`config.mk`:
```
export PLATFORM = sky130hd
export DESIGN_NAME = scarv_cop_aes_mc_flat
export DESIGN_NICKNAME = d
export VERILOG_FILES = /design/src/rtl/scarv_cop_aes_mc_if.sv /design/src/rtl/scarv_cop_aes_mc.sv /design/src/flat_wrapper.sv
export SDC_FILE = /design/constraint.sdc
export NUM_CORES = 1
export LEC_CHECK = 0
export ABC_AREA = 1
export CAP_MARGIN = 0
export CORE_ASPECT_RATIO = 0.5
export CORE_MARGIN = 3
export CORE_UTILIZATION = 30
export DETAILED_ROUTE_END_ITERATION = 12
export GPL_TIMING_DRIVEN = 0
export MAX_ROUTING_LAYER = met4
export SLEW_MARGIN = 25
export SYNTH_ARGS = -nofsm -noshare
export SYNTH_HDL_FRONTEND = slang
export SYNTH_SLANG_ARGS = --single-unit
```
`constraint.sdc`:
```
create_clock -name g_clk -period 31.6 [get_ports g_clk]
set_input_delay 9.48 -clock g_clk [delete_from_list [all_inputs] [get_ports g_clk]]
set_output_delay 9.48 -clock g_clk [all_outputs]
set_load 0.02 [all_outputs]
```
`src/rtl/scarv_cop_aes_mc_if.sv`:
```
// scarv_cop_aes_mc_if: instruction handshake, operand and CPR writeback bundle for the AES unit
// master: issuing stage (drives aes_ivalid, operands, decode fields)
// slave:  AES unit (drives aes_idone and the CPR writeback byte enables/data)
interface scarv_cop_aes_mc_if;
    logic        aes_ivalid;
    logic        aes_idone;
    logic [31:0] aes_rs1;
    logic [31:0] aes_rs2;
    logic [31:0] aes_rs3;
    logic [31:0] id_imm;
    logic [2:0]  id_pw;
    logic [3:0]  id_class;
    logic [4:0]  id_subclass;
    logic [3:0]  aes_cpr_rd_ben;
    logic [31:0] aes_cpr_rd_wdata;
    modport master (
        output aes_ivalid, aes_rs1, aes_rs2, aes_rs3, id_imm, id_pw, id_class, id_subclass,
        input  aes_idone, aes_cpr_rd_ben, aes_cpr_rd_wdata
    );
    modport slave (
        input  aes_ivalid, aes_rs1, aes_rs2, aes_rs3, id_imm, id_pw, id_class, id_subclass,
        output aes_idone, aes_cpr_rd_ben, aes_cpr_rd_wdata
    );
endinterface

```
`src/rtl/scarv_cop_aes_mc.sv`:
```
// scarv_cop_aes_mc: multi-cycle AES SubBytes/MixColumn unit operating on one 32-bit column
// g_clk   : clock
// g_reset : asynchronous active-high reset
// bus     : slave side of the AES instruction bundle; rs1 carries the column
//           (byte i = row i), id_subclass selects SUB_ENC/SUB_DEC/MIX_ENC/MIX_DEC,
//           idone pulses for one cycle with the CPR writeback ben/wdata
module scarv_cop_aes_mc #(
    parameter int LANES = 1
) (
    input logic               g_clk,
    input logic               g_reset,
    scarv_cop_aes_mc_if.slave bus
);
    localparam int SUB_CYCLES = 4 / LANES;
    if (LANES != 1 && LANES != 2 && LANES != 4) begin : g_bad_lanes
        $error("LANES must be 1, 2 or 4");
    end
    typedef enum logic [1:0] {IDLE, BUSY, DONE} state_t;
    state_t      state_q;
    logic [1:0]  cnt_q;
    logic [4:0]  op_q;
    logic [31:0] res_q;
    logic        idone_q;
    logic [3:0]  ben_q;
    logic [31:0] wdata_q;
    logic [31:0] sub_d;
    logic [31:0] mix_d;
    logic        sub_op;
    logic        mix_op;
    logic        sub_last;
    logic        unused_ok;
    function automatic logic [7:0] xt(input logic [7:0] a);
        return {a[6:0], 1'b0} ^ (a[7] ? 8'h1b : 8'h00);
    endfunction
    function automatic logic [7:0] gmul(input logic [7:0] a, input logic [7:0] b);
        logic [7:0] p;
        logic [7:0] x;
        p = 8'h00;
        x = a;
        for (int i = 0; i < 8; i++) begin
            if (b[i]) p = p ^ x;
            x = xt(x);
        end
        return p;
    endfunction
    function automatic logic [7:0] rotl(input logic [7:0] a, input int n);
        return (a << n) | (a >> (8 - n));
    endfunction
    // a^-1 = a^254 = a^2 * a^4 * ... * a^128; maps 0 to 0 as the S-box needs
    function automatic logic [7:0] ginv(input logic [7:0] a);
        logic [7:0] sq;
        logic [7:0] p;
        sq = gmul(a, a);
        p  = sq;
        for (int i = 0; i < 6; i++) begin
            sq = gmul(sq, sq);
            p  = gmul(p, sq);
        end
        return p;
    endfunction
    // One inverter shared by both directions: forward applies the affine map after
    // inversion, inverse applies the inverse affine map before it.
    function automatic logic [7:0] sbox(input logic [7:0] a, input logic enc);
        logic [7:0] v;
        v = ginv(enc ? a : rotl(a, 1) ^ rotl(a, 3) ^ rotl(a, 6) ^ 8'h05);
        return enc ? v ^ rotl(v, 1) ^ rotl(v, 2) ^ rotl(v, 3) ^ rotl(v, 4) ^ 8'h63 : v;
    endfunction
    function automatic logic [31:0] mix(input logic [31:0] c, input logic inv);
        logic [31:0] r;
        r = '0;
        for (int i = 0; i < 4; i++)
            r[8*i +: 8] = gmul(c[8*i +: 8], inv ? 8'h0e : 8'h02)
                        ^ gmul(c[8*((i+1)%4) +: 8], inv ? 8'h0b : 8'h03)
                        ^ gmul(c[8*((i+2)%4) +: 8], inv ? 8'h0d : 8'h01)
                        ^ gmul(c[8*((i+3)%4) +: 8], inv ? 8'h09 : 8'h01);
        return r;
    endfunction
    assign sub_op   = op_q[4:1] == 4'd0;
    assign mix_op   = op_q[4:1] == 4'd1;
    assign sub_last = cnt_q == 2'((SUB_CYCLES - 1) * LANES);
    assign mix_d    = mix(res_q, op_q[0]);
    always_comb begin
        sub_d = res_q;
        for (int l = 0; l < LANES; l++)
            sub_d[{cnt_q + 2'(l), 3'b000} +: 8] = sbox(res_q[{cnt_q + 2'(l), 3'b000} +: 8], !op_q[0]);
    end
    always_ff @(posedge g_clk or posedge g_reset) begin
        if (g_reset) begin
            state_q <= IDLE;
            cnt_q   <= '0;
            op_q    <= '0;
            res_q   <= '0;
            idone_q <= 1'b0;
            ben_q   <= '0;
            wdata_q <= '0;
        end else begin
            idone_q <= 1'b0;
            ben_q   <= '0;
            wdata_q <= '0;
            case (state_q)
                IDLE: if (bus.aes_ivalid) begin
                    res_q   <= bus.aes_rs1;
                    op_q    <= bus.id_subclass;
                    cnt_q   <= '0;
                    state_q <= BUSY;
                end
                BUSY: if (!bus.aes_ivalid) begin
                    state_q <= IDLE;
                    cnt_q   <= '0;
                end else if (sub_op) begin
                    res_q <= sub_d;
                    cnt_q <= cnt_q + 2'(LANES);
                    if (sub_last) begin
                        state_q <= DONE;
                        idone_q <= 1'b1;
                        ben_q   <= 4'hf;
                        wdata_q <= sub_d;
                    end
                end else begin
                    state_q <= DONE;
                    idone_q <= 1'b1;
                    ben_q   <= mix_op ? 4'hf : 4'h0;
                    wdata_q <= mix_op ? mix_d : 32'h0;
                end
                default: begin
                    state_q <= IDLE;
                    cnt_q   <= '0;
                end
            endcase
        end
    end
    assign bus.aes_idone        = idone_q;
    assign bus.aes_cpr_rd_ben   = ben_q;
    assign bus.aes_cpr_rd_wdata = wdata_q;
    assign unused_ok = ^{bus.aes_rs2, bus.aes_rs3, bus.id_imm, bus.id_pw, bus.id_class};
endmodule

```
`src/flat_wrapper.sv`:
```
// flat-port wrapper written by rule: the top's interface ports become plain ports
module scarv_cop_aes_mc_flat 
#(
    parameter int LANES = 1
)
  (g_clk, g_reset, bus_aes_ivalid, bus_aes_rs1, bus_aes_rs2, bus_aes_rs3, bus_id_imm, bus_id_pw, bus_id_class, bus_id_subclass, bus_aes_idone, bus_aes_cpr_rd_ben, bus_aes_cpr_rd_wdata);
  scarv_cop_aes_mc_if bus_i ();
  input logic g_clk;
  input logic g_reset;
  input wire logic [$bits(bus_i.aes_ivalid)-1:0] bus_aes_ivalid;
  input wire logic [$bits(bus_i.aes_rs1)-1:0] bus_aes_rs1;
  input wire logic [$bits(bus_i.aes_rs2)-1:0] bus_aes_rs2;
  input wire logic [$bits(bus_i.aes_rs3)-1:0] bus_aes_rs3;
  input wire logic [$bits(bus_i.id_imm)-1:0] bus_id_imm;
  input wire logic [$bits(bus_i.id_pw)-1:0] bus_id_pw;
  input wire logic [$bits(bus_i.id_class)-1:0] bus_id_class;
  input wire logic [$bits(bus_i.id_subclass)-1:0] bus_id_subclass;
  output wire logic [$bits(bus_i.aes_idone)-1:0] bus_aes_idone;
  output wire logic [$bits(bus_i.aes_cpr_rd_ben)-1:0] bus_aes_cpr_rd_ben;
  output wire logic [$bits(bus_i.aes_cpr_rd_wdata)-1:0] bus_aes_cpr_rd_wdata;
  assign bus_i.aes_ivalid = bus_aes_ivalid;
  assign bus_i.aes_rs1 = bus_aes_rs1;
  assign bus_i.aes_rs2 = bus_aes_rs2;
  assign bus_i.aes_rs3 = bus_aes_rs3;
  assign bus_i.id_imm = bus_id_imm;
  assign bus_i.id_pw = bus_id_pw;
  assign bus_i.id_class = bus_id_class;
  assign bus_i.id_subclass = bus_id_subclass;
  assign bus_aes_idone = bus_i.aes_idone;
  assign bus_aes_cpr_rd_ben = bus_i.aes_cpr_rd_ben;
  assign bus_aes_cpr_rd_wdata = bus_i.aes_cpr_rd_wdata;
  scarv_cop_aes_mc #(.LANES(LANES)) u_core (.g_clk(g_clk), .g_reset(g_reset), .bus(bus_i));
endmodule
```
# Word-level counts from Yosys, hierarchy flattened

Index checks and enable logic that the tools add are counted.

Equal/unequal tests: 8
Add/subtract/negate cells: 2
Bitwise logic cells: 342
Reduce and logical (&&, ||, !) cells: 7
Shift-type cells: 3
Multiplexer cells: 378

Operator list:

| operator                                             | count |
|---|---|
| bitwise XOR 8 bit                                    | 332 |
| two-way mux 8 bit                                    | 234 |
| two-way mux 5 bit                                    | 112 |
| two-way mux 32 bit                                   | 8 |
| case mux 32 bit (2 select lines)                     | 1 |
| two-way mux 4 bit                                    | 9 |
| bitwise mux 32 bit                                   | 1 |
| variable shift 8 x 7 -> 32 bit, first input constant | 1 |
| variable part select 32 x 6 -> 8 bit                 | 1 |
| variable part select 8 x 7 -> 32 bit                 | 1 |
| bitwise OR 8 x 1 -> 8 bit                            | 2 |
| bitwise OR 8 x 3 -> 8 bit                            | 2 |
| two-way mux 2 bit                                    | 7 |
| bitwise OR 8 x 2 -> 8 bit                            | 1 |
| bitwise OR 8 x 4 -> 8 bit                            | 1 |
| bitwise OR 8 x 6 -> 8 bit                            | 1 |
| case mux 2 bit (2 select lines)                      | 2 |
| bitwise XOR 8 x 5 -> 8 bit                           | 1 |
| negator 5 -> 7 bit                                   | 1 |
| AND reduction 2 bit                                  | 3 |
| == test 4 x 1 -> 1 bit, second input constant        | 1 |
| logical NOT 4 bit                                    | 1 |
| two-way mux 1 bit                                    | 4 |
| != test 2 bit, second input constant                 | 2 |
| 11 further kinds                                     | 11 |

Flip-flop bits (word level): 78
Bits of input ports: 143
Word-level logic and storage cells: 747

# Depth between registers and ports, before layout

Gate-level depths: netlist (run 1).

Word-level depth: 146
Depth in mapped cells: 148
Mapped depth without buffers: 141

# Worst setup path before layout (run 1)

No wires, ideal clock.

Kind: register to register
From: register u_core.cnt_q[0]
To: register u_core.wdata_q[16], in the netlist u_core.bus.aes_cpr_rd_wdata[16]
Cell stages (with the launch flop): 115
Arrival: 13,099 ps
Data required time: 31,483 ps
Slack: 18,384 ps
Clock period less this slack: 13,216 ps
Path through: dfrtp_1 > buf_6 > clkbuf_4 > nand2_2 > nand3_1 > nand2_2 > nand2_1 > nand3_1 > nand3_2 > nand2_4 > bufbuf_8 > ha_1 > inv_1 > nand3_1 > nand3_1 > nand2_2 > nand2_1 > inv_1 > [... 79 more ...] > nand2_1 > nand2_1 > nand2_1 > nand2_1 > nand2_1 > nand2_1 > inv_2 > nand2_1 > nand2_4 > nand2_1 > nand3_1 > nand2_1 > nand2_1 > nor2_2 > nand2_1 > o21ai_1 > o21ai_1 > inv_1

Word-level cells in the longest chain between the ends: 143
Elaborated cells on any way between the ends: 390

Ends and longest elaborated chain:

| item                                                                          | RTL line                | RTL |
|---|---|---|
| start: declaration                                                            | scarv_cop_aes_mc.sv:20  | `logic [1:0] cnt_q;` |
| start signal: assignment                                                      | scarv_cop_aes_mc.sv:112 | `cnt_q <= cnt_q + 2'(LANES);` |
| variable part select 32 x 6 -> 8 bit                                          | scarv_cop_aes_mc.sv:85  | `sub_d[{cnt_q + 2'(l), 3'b000} +: 8] = sbox(res_q[{cnt_q + 2'(l), 3'b000} +: 8], !op_q[0]);` |
| bitwise OR 8 x 1 -> 8 bit / bitwise OR 8 x 3 -> 8 bit (equally long branches) | scarv_cop_aes_mc.sv:47  | `return (a << n) \| (a >> (8 - n));` |
| bitwise XOR 8 bit (2 in a row)                                                | scarv_cop_aes_mc.sv:65  | `v = ginv(enc ? a : rotl(a, 1) ^ rotl(a, 3) ^ rotl(a, 6) ^ 8'h05);` |
| NOT 2 bit (no line)                                                           | --                      |  |
| two-way mux 8 bit                                                             | scarv_cop_aes_mc.sv:65  |  |
| two-way mux 8 bit                                                             | scarv_cop_aes_mc.sv:41  | `if (b[i]) p = p ^ x;` |
| bitwise XOR 8 bit                                                             | scarv_cop_aes_mc.sv:41  |  |
| two-way mux 8 bit                                                             | scarv_cop_aes_mc.sv:41  |  |
| [... 126 more ...]                                                            | --                      |  |
| NOT 4 bit (no line)                                                           | --                      |  |
| two-way mux 8 bit                                                             | scarv_cop_aes_mc.sv:66  | `return enc ? v ^ rotl(v, 1) ^ rotl(v, 2) ^ rotl(v, 3) ^ rotl(v, 4) ^ 8'h63 : v;` |
| variable part select 8 x 7 -> 32 bit                                          | scarv_cop_aes_mc.sv:85  |  |
| bitwise mux 32 bit                                                            | scarv_cop_aes_mc.sv:85  |  |
| two-way mux 32 bit (*)                                                        | scarv_cop_aes_mc.sv:113 | `if (sub_last) begin` |
| two-way mux 32 bit (*)                                                        | scarv_cop_aes_mc.sv:110 | `end else if (sub_op) begin` |
| two-way mux 32 bit (*)                                                        | scarv_cop_aes_mc.sv:107 | `BUSY: if (!bus.aes_ivalid) begin` |
| two-way mux 32 bit (*)                                                        | scarv_cop_aes_mc.sv:100 | `case (state_q)` |
| end signal: assignment                                                        | scarv_cop_aes_mc.sv:117 | `wdata_q <= sub_d;` |
| end signal: assignment                                                        | scarv_cop_aes_mc.sv:123 | `wdata_q <= mix_op ? mix_d : 32'h0;` |
| end: declaration                                                              | scarv_cop_aes_mc.sv:25  | `logic [31:0] wdata_q;` |

Mark *: on every way between the ends. The rest lies on a longest branch, timed or not.
A chain may end at the register's enable or synchronous reset.

# Worst setup path in the final report (run 1)

From: register u_core.res_q[12]
To: register u_core.wdata_q[23], in the netlist u_core.bus.aes_cpr_rd_wdata[23]

Word-level cells in the longest chain between the ends: 142
Elaborated cells on any way between the ends: 406

Ends and longest elaborated chain:

| item                                                          | RTL line                                       | RTL |
|---|---|---|
| start: declaration                                            | scarv_cop_aes_mc.sv:22                         | `logic [31:0] res_q;` |
| start signal: assignment                                      | scarv_cop_aes_mc.sv:102                        | `res_q <= bus.aes_rs1;` |
| start signal: assignment                                      | scarv_cop_aes_mc.sv:111                        | `res_q <= sub_d;` |
| variable part select 32 x 6 -> 8 bit                          | scarv_cop_aes_mc.sv:85                         |  |
| bitwise OR 8 x 3 -> 8 bit                                     | scarv_cop_aes_mc.sv:47                         |  |
| bitwise XOR 8 bit (2 in a row)                                | scarv_cop_aes_mc.sv:65                         |  |
| two-way mux 8 bit                                             | scarv_cop_aes_mc.sv:65                         |  |
| two-way mux 5 bit / two-way mux 8 bit (equally long branches) | scarv_cop_aes_mc.sv:33, scarv_cop_aes_mc.sv:41 |  |
| bitwise XOR 8 bit (on tied branches)                          | scarv_cop_aes_mc.sv:33, scarv_cop_aes_mc.sv:41 |  |
| bitwise XOR 8 bit / two-way mux 8 bit (equally long branches) | scarv_cop_aes_mc.sv:41                         |  |
| two-way mux 8 bit / bitwise XOR 8 bit (equally long branches) | scarv_cop_aes_mc.sv:41                         |  |
| [... 125 more ...]                                            | --                                             |  |
| NOT 4 bit (no line)                                           | --                                             |  |
| two-way mux 8 bit                                             | scarv_cop_aes_mc.sv:66                         |  |
| variable part select 8 x 7 -> 32 bit                          | scarv_cop_aes_mc.sv:85                         |  |
| bitwise mux 32 bit                                            | scarv_cop_aes_mc.sv:85                         |  |
| two-way mux 32 bit                                            | scarv_cop_aes_mc.sv:113                        |  |
| two-way mux 32 bit (*)                                        | scarv_cop_aes_mc.sv:110                        |  |
| two-way mux 32 bit (*)                                        | scarv_cop_aes_mc.sv:107                        |  |
| two-way mux 32 bit (*)                                        | scarv_cop_aes_mc.sv:100                        |  |

Marked as above.

==> results of run 1 <==
## Yosys cell counts (all sizes together)
cell type         n  share of area, %
dfrtp            75               6.3
nand3           846                16
clkbuf           59               2.0
a211oi            5              0.13
nor2            331               4.6
and2              2             0.047
bufbuf            3              0.24
dlygate4sd3       2             0.068
xnor3             2              0.15
o31ai             1             0.025
nor4              1             0.021
bufinv            1             0.059
nor3              2             0.034
nand4            67               1.4
inv             563               7.5
buf             108               3.4
clkinv           14              0.18
mux2              4              0.15
a32o              1             0.034
o21a              3             0.076
o21bai           20              0.55
o21ai           141               2.5
nand3b           45               1.3
nand2          2384                36
clkdlybuf4s15     2             0.072
xnor2           134               4.2
ha               13              0.55
a21oi            56              0.97
o211ai           25              0.63
or2              24              0.52
a21o              6              0.16
xor2            302               9.5
o22ai            13              0.30
## worst min path at each step
stage	startpoint	endpoint	depth (start not counted)
6_report	u_core.op_q[3]$_DFFE_PP0P_	u_core.op_q[3]$_DFFE_PP0P_	1
5_1_grt	u_core.op_q[4]$_DFFE_PP0P_	u_core.op_q[4]$_DFFE_PP0P_	1
4_1_cts	u_core.op_q[3]$_DFFE_PP0P_	u_core.op_q[3]$_DFFE_PP0P_	1
3_5_place_dp	u_core.op_q[3]$_DFFE_PP0P_	u_core.op_q[3]$_DFFE_PP0P_	1
3_3_place_gp	u_core.op_q[4]$_DFFE_PP0P_	u_core.op_q[4]$_DFFE_PP0P_	1
2_1_floorplan	u_core.op_q[4]$_DFFE_PP0P_	u_core.op_q[4]$_DFFE_PP0P_	1
## per-stage QoR
stage	hold WS (ns)	setup slack, ns
2_1_floorplan	0.4804	18.38
3_3_place_gp	0.4960	14.75
3_5_place_dp	0.4985	14.64
4_1_cts	0.5141	14.55
5_1_grt	0.5304	12.78
6_report	0.5111	14.17
## cell families (layout without fill, tap and decap cells)
family | count (synthesis) | count (layout)
flops | 75 | 75
xor+xnor | 438 | 438
fa+ha+maj | 13 | 13
compound gates | 271 | 271
simple gates | 3702 | 3702
buf+inv | 752 | 845
mux | 4 | 4
## critical path: cells and delay by family, from the launching register on
family	cells	cell delay, ns
adders and majority gates	6	1.98
AOI/OAI and AO/OA	2	0.39
and+or+nand+nor	66	7.01
buffers and inverters	28	5.01
DFF	1	0.34
xor gates and xnor gates	10	2.56
## cells in the final DEF (no fill, tap or decap), types with 9 or more instances in the layout
cell type,Yosys,final
nand4_1,67,67
nand2_2,346,346
buf_6,49,49
o21ai_0,81,81
clkbuf_1,17,17
buf_4,25,25
nand3_2,94,94
clkbuf_16,0,9
nand3_1,751,751
nor2_2,30,30
o22ai_1,12,12
nand2_4,124,124
a21oi_1,54,54
inv_1,449,448
clkbuf_8,36,36
inv_2,88,88
ha_1,13,13
buf_2,21,21
nand2_1,1913,1913
nand3b_1,42,42
o211ai_1,25,25
inv_4,19,20
o21ai_1,52,52
clkdlybuf4s50_1,0,76
dfrtp_1,75,75
o21bai_1,17,17
nor2_1,294,294
or2_1,14,14
xor2_2,15,15
xor2_1,284,284
clkinv_1,13,13
xnor2_1,128,128
## sequential cells by signal (all words and copies together) (netlist names)
register	flops
u_core.cnt_q	2
u_core.bus.aes_cpr_rd_wdata	32
u_core.res_q	32
u_core.state_q	2
u_core.op_q	5
u_core.bus.aes_idone	1
u_core.bus.aes_cpr_rd_ben	1
## routing by layer
layer	track usage (%)	vias to the layer above	wire (µm)
met4	3.209	0	1538
met1	26.70	14600	47460
met3	1.846	112	6830
met2	30.92	1040	45220
met5	-	-	0
li1	-	16700	-
## layout make-up
class	count	share of cell area [%]
Clock inverter	7	0.2554
Timing Repair Buffer	77	2.438
Buffer	174	5.348
Inverter	578	7.058
Tap cell	1312	5.077
Clock buffer	9	0.6965
Multi-Input combinational cell	4428	73.32
Sequential cell	75	5.804
==> flow_summary_export.csv, run 1 <==
group,metric,value,unit
route,route.detailed.drc,0,
clock_tree,cts_hold_buffers,0,
timing,rsz0062_at_grt,"false",
floorplanning,io_pins,180,
clock_tree,post_cts_buffers,0,
grt,antenna_found_initial,0,
worst_setup_path,reg2reg_depth,112,
floorplanning,core_area,0.09659,mm²
worst_setup_path,slowest_stage,"clkbuf_1",
finish,n_fill_cell,10830,
placed_design,io_buffers,76,
min_path,min_path_type,"flip-flop to flip-flop",
timing,slew_violations,0,
route,first_pass_iters,6,
finish,regArea,0.001877,mm²
status,run_status,"completed",
worst_setup_path,crit_top_cell,"nand2_1",
timing,period_share,55.16,%
placed_design,dp.cells,6644,
finish,drive_above_1_share,17.67,%
floorplanning,die_area,0.1027,mm²
worst_setup_path,startpoint_type,"flip-flop",
timing,slew_headroom,35.79,%
timing,post-route-min-period,17.43,ns
worst_setup_path,endpoint,"u_core.bus.aes_cpr_rd_wdata[23]$_DFF_PP0_",
grt,grt_max_degree,52,
grt,gr-usage-all-layers,19.34,%
finish,syn_to_final_growth,9.259,%
synthesis,synthXorXnorAreaFrac,13.82,%
route,vias_per_cell,4.873,
synthesis,synth.cell_area,0.02959,mm²
worst_setup_path,max_stage_delay,0.61,ns
timing,fin_skew,0.009575,ns
floorplanning,row_count,80,
clock_tree,insertion_delay,0.35,ns
synthesis,syn_inst,5255,
synthesis,synth_fa_ha_area_share,0.5496,%
synthesis,synth.distinct_cells,69,
finish,post_layout_nonfiller_instances,6660,
placed_design,placed_cell_area,0.03203,mm²
clock_tree,clockRootBuffer,"clkbuf_16",
floorplanning,dieHeight,228.1,µm
finish,num_antenna_cells,0,
clock_tree,cts_made_buffers,9,
clock_tree,path_clk_slew,0.07,ns
worst_setup_path,cp.required,31.89,ns
grt,grt_pass1_wl,159700,µm
floorplanning,initial_core_util,30.64,%
finish,multi_input_area,0.02371,mm²
grt,grt_pass1_vias,29130,
timing,fin_tns_setup,0,ns
grt,grt_overflow,0,
route,avgRoutedWirePerCell,15.17,µm
placed_design,dp_hpwl,80970,µm
synthesis,synth_compound_area_share,5.352,%
clock_tree,cts_tree,"yes",
timing,hold_viol,0,
finish,fin_util,33.48,%
job,drv_cap,0,
synthesis,synth_seq_cells,75,
worst_setup_path,startpoint,"u_core.res_q[12]$_DFFE_PP0P_",
finish,layout.nets,5499,
timing,worst_pin_slew,0.9595,ns
synthesis,syn_nets,5411,
route,drt_iter0_drc,3195,
route,num_vias,32450,
worst_setup_path,endpoint_kind,"flip-flop",
clock_tree,cts_sinks,75,
finish,stdcell_area,0.03233,mm²
synthesis,synth-simple-area-share,60.24,%
clock_tree,cts_resized,0,
synthesis,synth.avg_cell_area,5.632,µm²
worst_setup_path,crit_fanout,10,
synthesis,yosysWarnings,0,
worst_setup_path,cp_data_arrival_time,17.72,ns
clock_tree,clock_tree.buffer_depth,2,
timing,max_freq,0.05737,GHz
timing,setup_violations,0,
route,wl,101000,µm
synthesis,synth-seq-area-share,6.342,%
synthesis,synthMuxAreaShare,0.1522,%
worst_setup_path,reg2reg_from,"u_core.res_q[12]$_DFFE_PP0P_",
route,ant_nets,0,
placed_design,globalplace.congestion,1.004,
worst_setup_path,path_class,"flip-flop to flip-flop",
worst_setup_path,reg2reg_to,"u_core.bus.aes_cpr_rd_wdata[23]$_DFF_PP0_",
clock_tree,htreeDepth,3,
worst_setup_path,reg2reg_setup_slack,14.17,ns
floorplanning,die_w,450.2,µm
synthesis,synth_top_family_by_area,"simple AND/OR/NAND/NOR gates",
Power of run 1 is not shown: default switching activity piles up to over one toggle a cycle in this logic, so the estimate is an artifact.
==> run 2, diff against run 1 <==
- clock period: 31.6 -> 17.2 ns (I/O delays scaled with it)
==> flow_summary_export.csv, run 2 (same netlist as run 1, synthesis figures left out) <==
group,metric,value,unit
status,run_status,"completed",
worst_setup_path,cp.required,17.49,ns
grt,top_usage_layer,"met2",
clock_tree,insertion_delay,0.35,ns
placed_design,globalplace.congestion,1.004,
placed_design,io_buffers,76,
clock_tree,clockRootBuffer,"clkbuf_16",
timing,max_freq,0.06377,GHz
clock_tree,path_clk_slew,0.07,ns
clock_tree,clock_tree.buffer_depth,2,
route,num_vias,32400,
finish,drive_above_1_share,18.24,%
floorplanning,initial_core_util,30.64,%
route,first_pass_iters,6,
timing,fin_skew,0.008786,ns
route,avgRoutedWirePerCell,15.14,µm
worst_setup_path,max_stage_delay,0.46,ns
job,drv_cap,0,
timing,period_share,91.18,%
min_path,min_path_type,"flip-flop to flip-flop",
worst_setup_path,startpoint_type,"flip-flop",
placed_design,dp_hpwl,80970,µm
worst_setup_path,slowest_stage,"dfrtp_2",
route,vias_per_cell,4.859,
floorplanning,die_area,0.1027,mm²
worst_setup_path,cp_data_arrival_time,15.97,ns
timing,rsz0062_at_grt,"false",
clock_tree,cts_tree,"yes",
timing,slew_violations,0,
finish,layout.nets,5507,
finish,final_cell_mix,"nand2_1 (1909), nand3_1 (750), inv_1 (445), nand2_2 (349), nor2_1 (293)",
timing,slew_headroom,33.94,%
timing,worst_pin_slew,0.9873,ns
worst_setup_path,crit_top_cell,"nand2_1",
grt,grt_pass1_vias,29130,
grt,gr-usage-all-layers,19.34,%
route,wl,100900,µm
clock_tree,cts_sinks,75,
floorplanning,row_count,80,
worst_setup_path,endpoint_kind,"flip-flop",
grt,use_met3,1.846,%
grt,grt_overflow,0,
timing,post-route-min-period,15.68,ns
timing,fin_tns_setup,0,ns
clock_tree,htreeDepth,3,
floorplanning,core_area,0.09659,mm²
floorplanning,dieHeight,228.1,µm
grt,grtUsageMet2,30.92,%
route,drt_iter0_drc,3178,
timing,hold_viol,0,
clock_tree,cts_hold_buffers,0,
route,route.detailed.drc,0,
clock_tree,cts_made_buffers,9,
floorplanning,io_pins,180,
grt,grt_pass1_wl,159700,µm
worst_setup_path,path_class,"flip-flop to flip-flop",
finish,final_common_cell,"nand2_1",
finish,syn_to_final_growth,9.927,%
route,ant_nets,0,
floorplanning,die_w,450.2,µm
grt,antenna_found_initial,0,
finish,num_antenna_cells,0,
worst_setup_path,crit_fanout,12,
timing,setup_violations,0,
grt,grt_max_degree,52,
grt,grtUsageMet1,26.70,%
run 2: cell count changes in the layout (fill, tap and decap cells not counted), moves of 3 or more:
cell | before | now
nor2_4 | 7 | 10
buf_4 | 25 | 36
buf_2 | 21 | 17
inv_2 | 88 | 91
xor2_2 | 15 | 19
nand2_2 | 346 | 349
nand2_1 | 1913 | 1909
xor2_1 | 284 | 280
inv_1 | 448 | 445
run 2: final timing paths:
kind                                        startpoint  slack, ns  cells after the start                                        end
setup / recovery           u_core.cnt_q[0]$_DFFE_PP0P_       1.52                    114  u_core.bus.aes_cpr_rd_wdata[16]$_DFF_PP0_
setup reg to reg           u_core.cnt_q[0]$_DFFE_PP0P_       1.52                    114  u_core.bus.aes_cpr_rd_wdata[16]$_DFF_PP0_
hold / removal              u_core.op_q[3]$_DFFE_PP0P_       0.51                      1                 u_core.op_q[3]$_DFFE_PP0P_
max in group asynchronous                      g_reset      11.46                      3               u_core.res_q[14]$_DFFE_PP0P_
min in group asynchronous                      g_reset       5.14                      2                 u_core.op_q[2]$_DFFE_PP0P_
hold reg to reg             u_core.op_q[3]$_DFFE_PP0P_       0.51                      1                 u_core.op_q[3]$_DFFE_PP0P_
run 2: cell type report:
cell class,instances,area [µm²]
Buffer,173,1747
Clock buffer,9,225.2
Clock inverter,7,82.58
Fill cell,10800,64060
Inverter,578,2282
Multi-Input combinational cell,4428,23820
Sequential cell,75,1879
Tap cell,1312,1642
Timing Repair Buffer,86,855.8
run 2: layer usage:
metal / share of wire, % / vias to the layer above
li1: - / 16710
met4: 1.6 / 0
met5: 0 / -
met3: 6.5 / 111
met1: 47 / 14570
met2: 45 / 1011
run 2: what timing repair did:
action | 4_1_cts | 5_1_grt
resized for setup | 0 | 42
endpoints found under the setup margin | 0 | 64
setup buffers | 0 | 9
run 2: worst max-delay path: cells and delay by family (launching register included):
kind	cells	cell delay, ns
xor+xnor	11	2.68
simple gates	68	6.96
buf+inv	28	3.50
fa+ha+maj	5	1.57
flops	1	0.46
compound gates	2	0.37
run 2: through the flow:
step	util, %	cells	hold WS, ns	cell area, µm²	setup WS (ns)
floorplan	-	5255	0.4804	29590	3.984
global placement	33.13	6643	0.4960	32000	0.3507
detailed placement	33.16	6644	0.4985	32030	0.2405
CTS	33.48	6660	0.5141	32330	0.1511
global route	33.68	6668	0.5304	32530	0.06991
finish	33.68	6668	0.5131	32530	1.518
Power of run 2 is left out for the same reason.
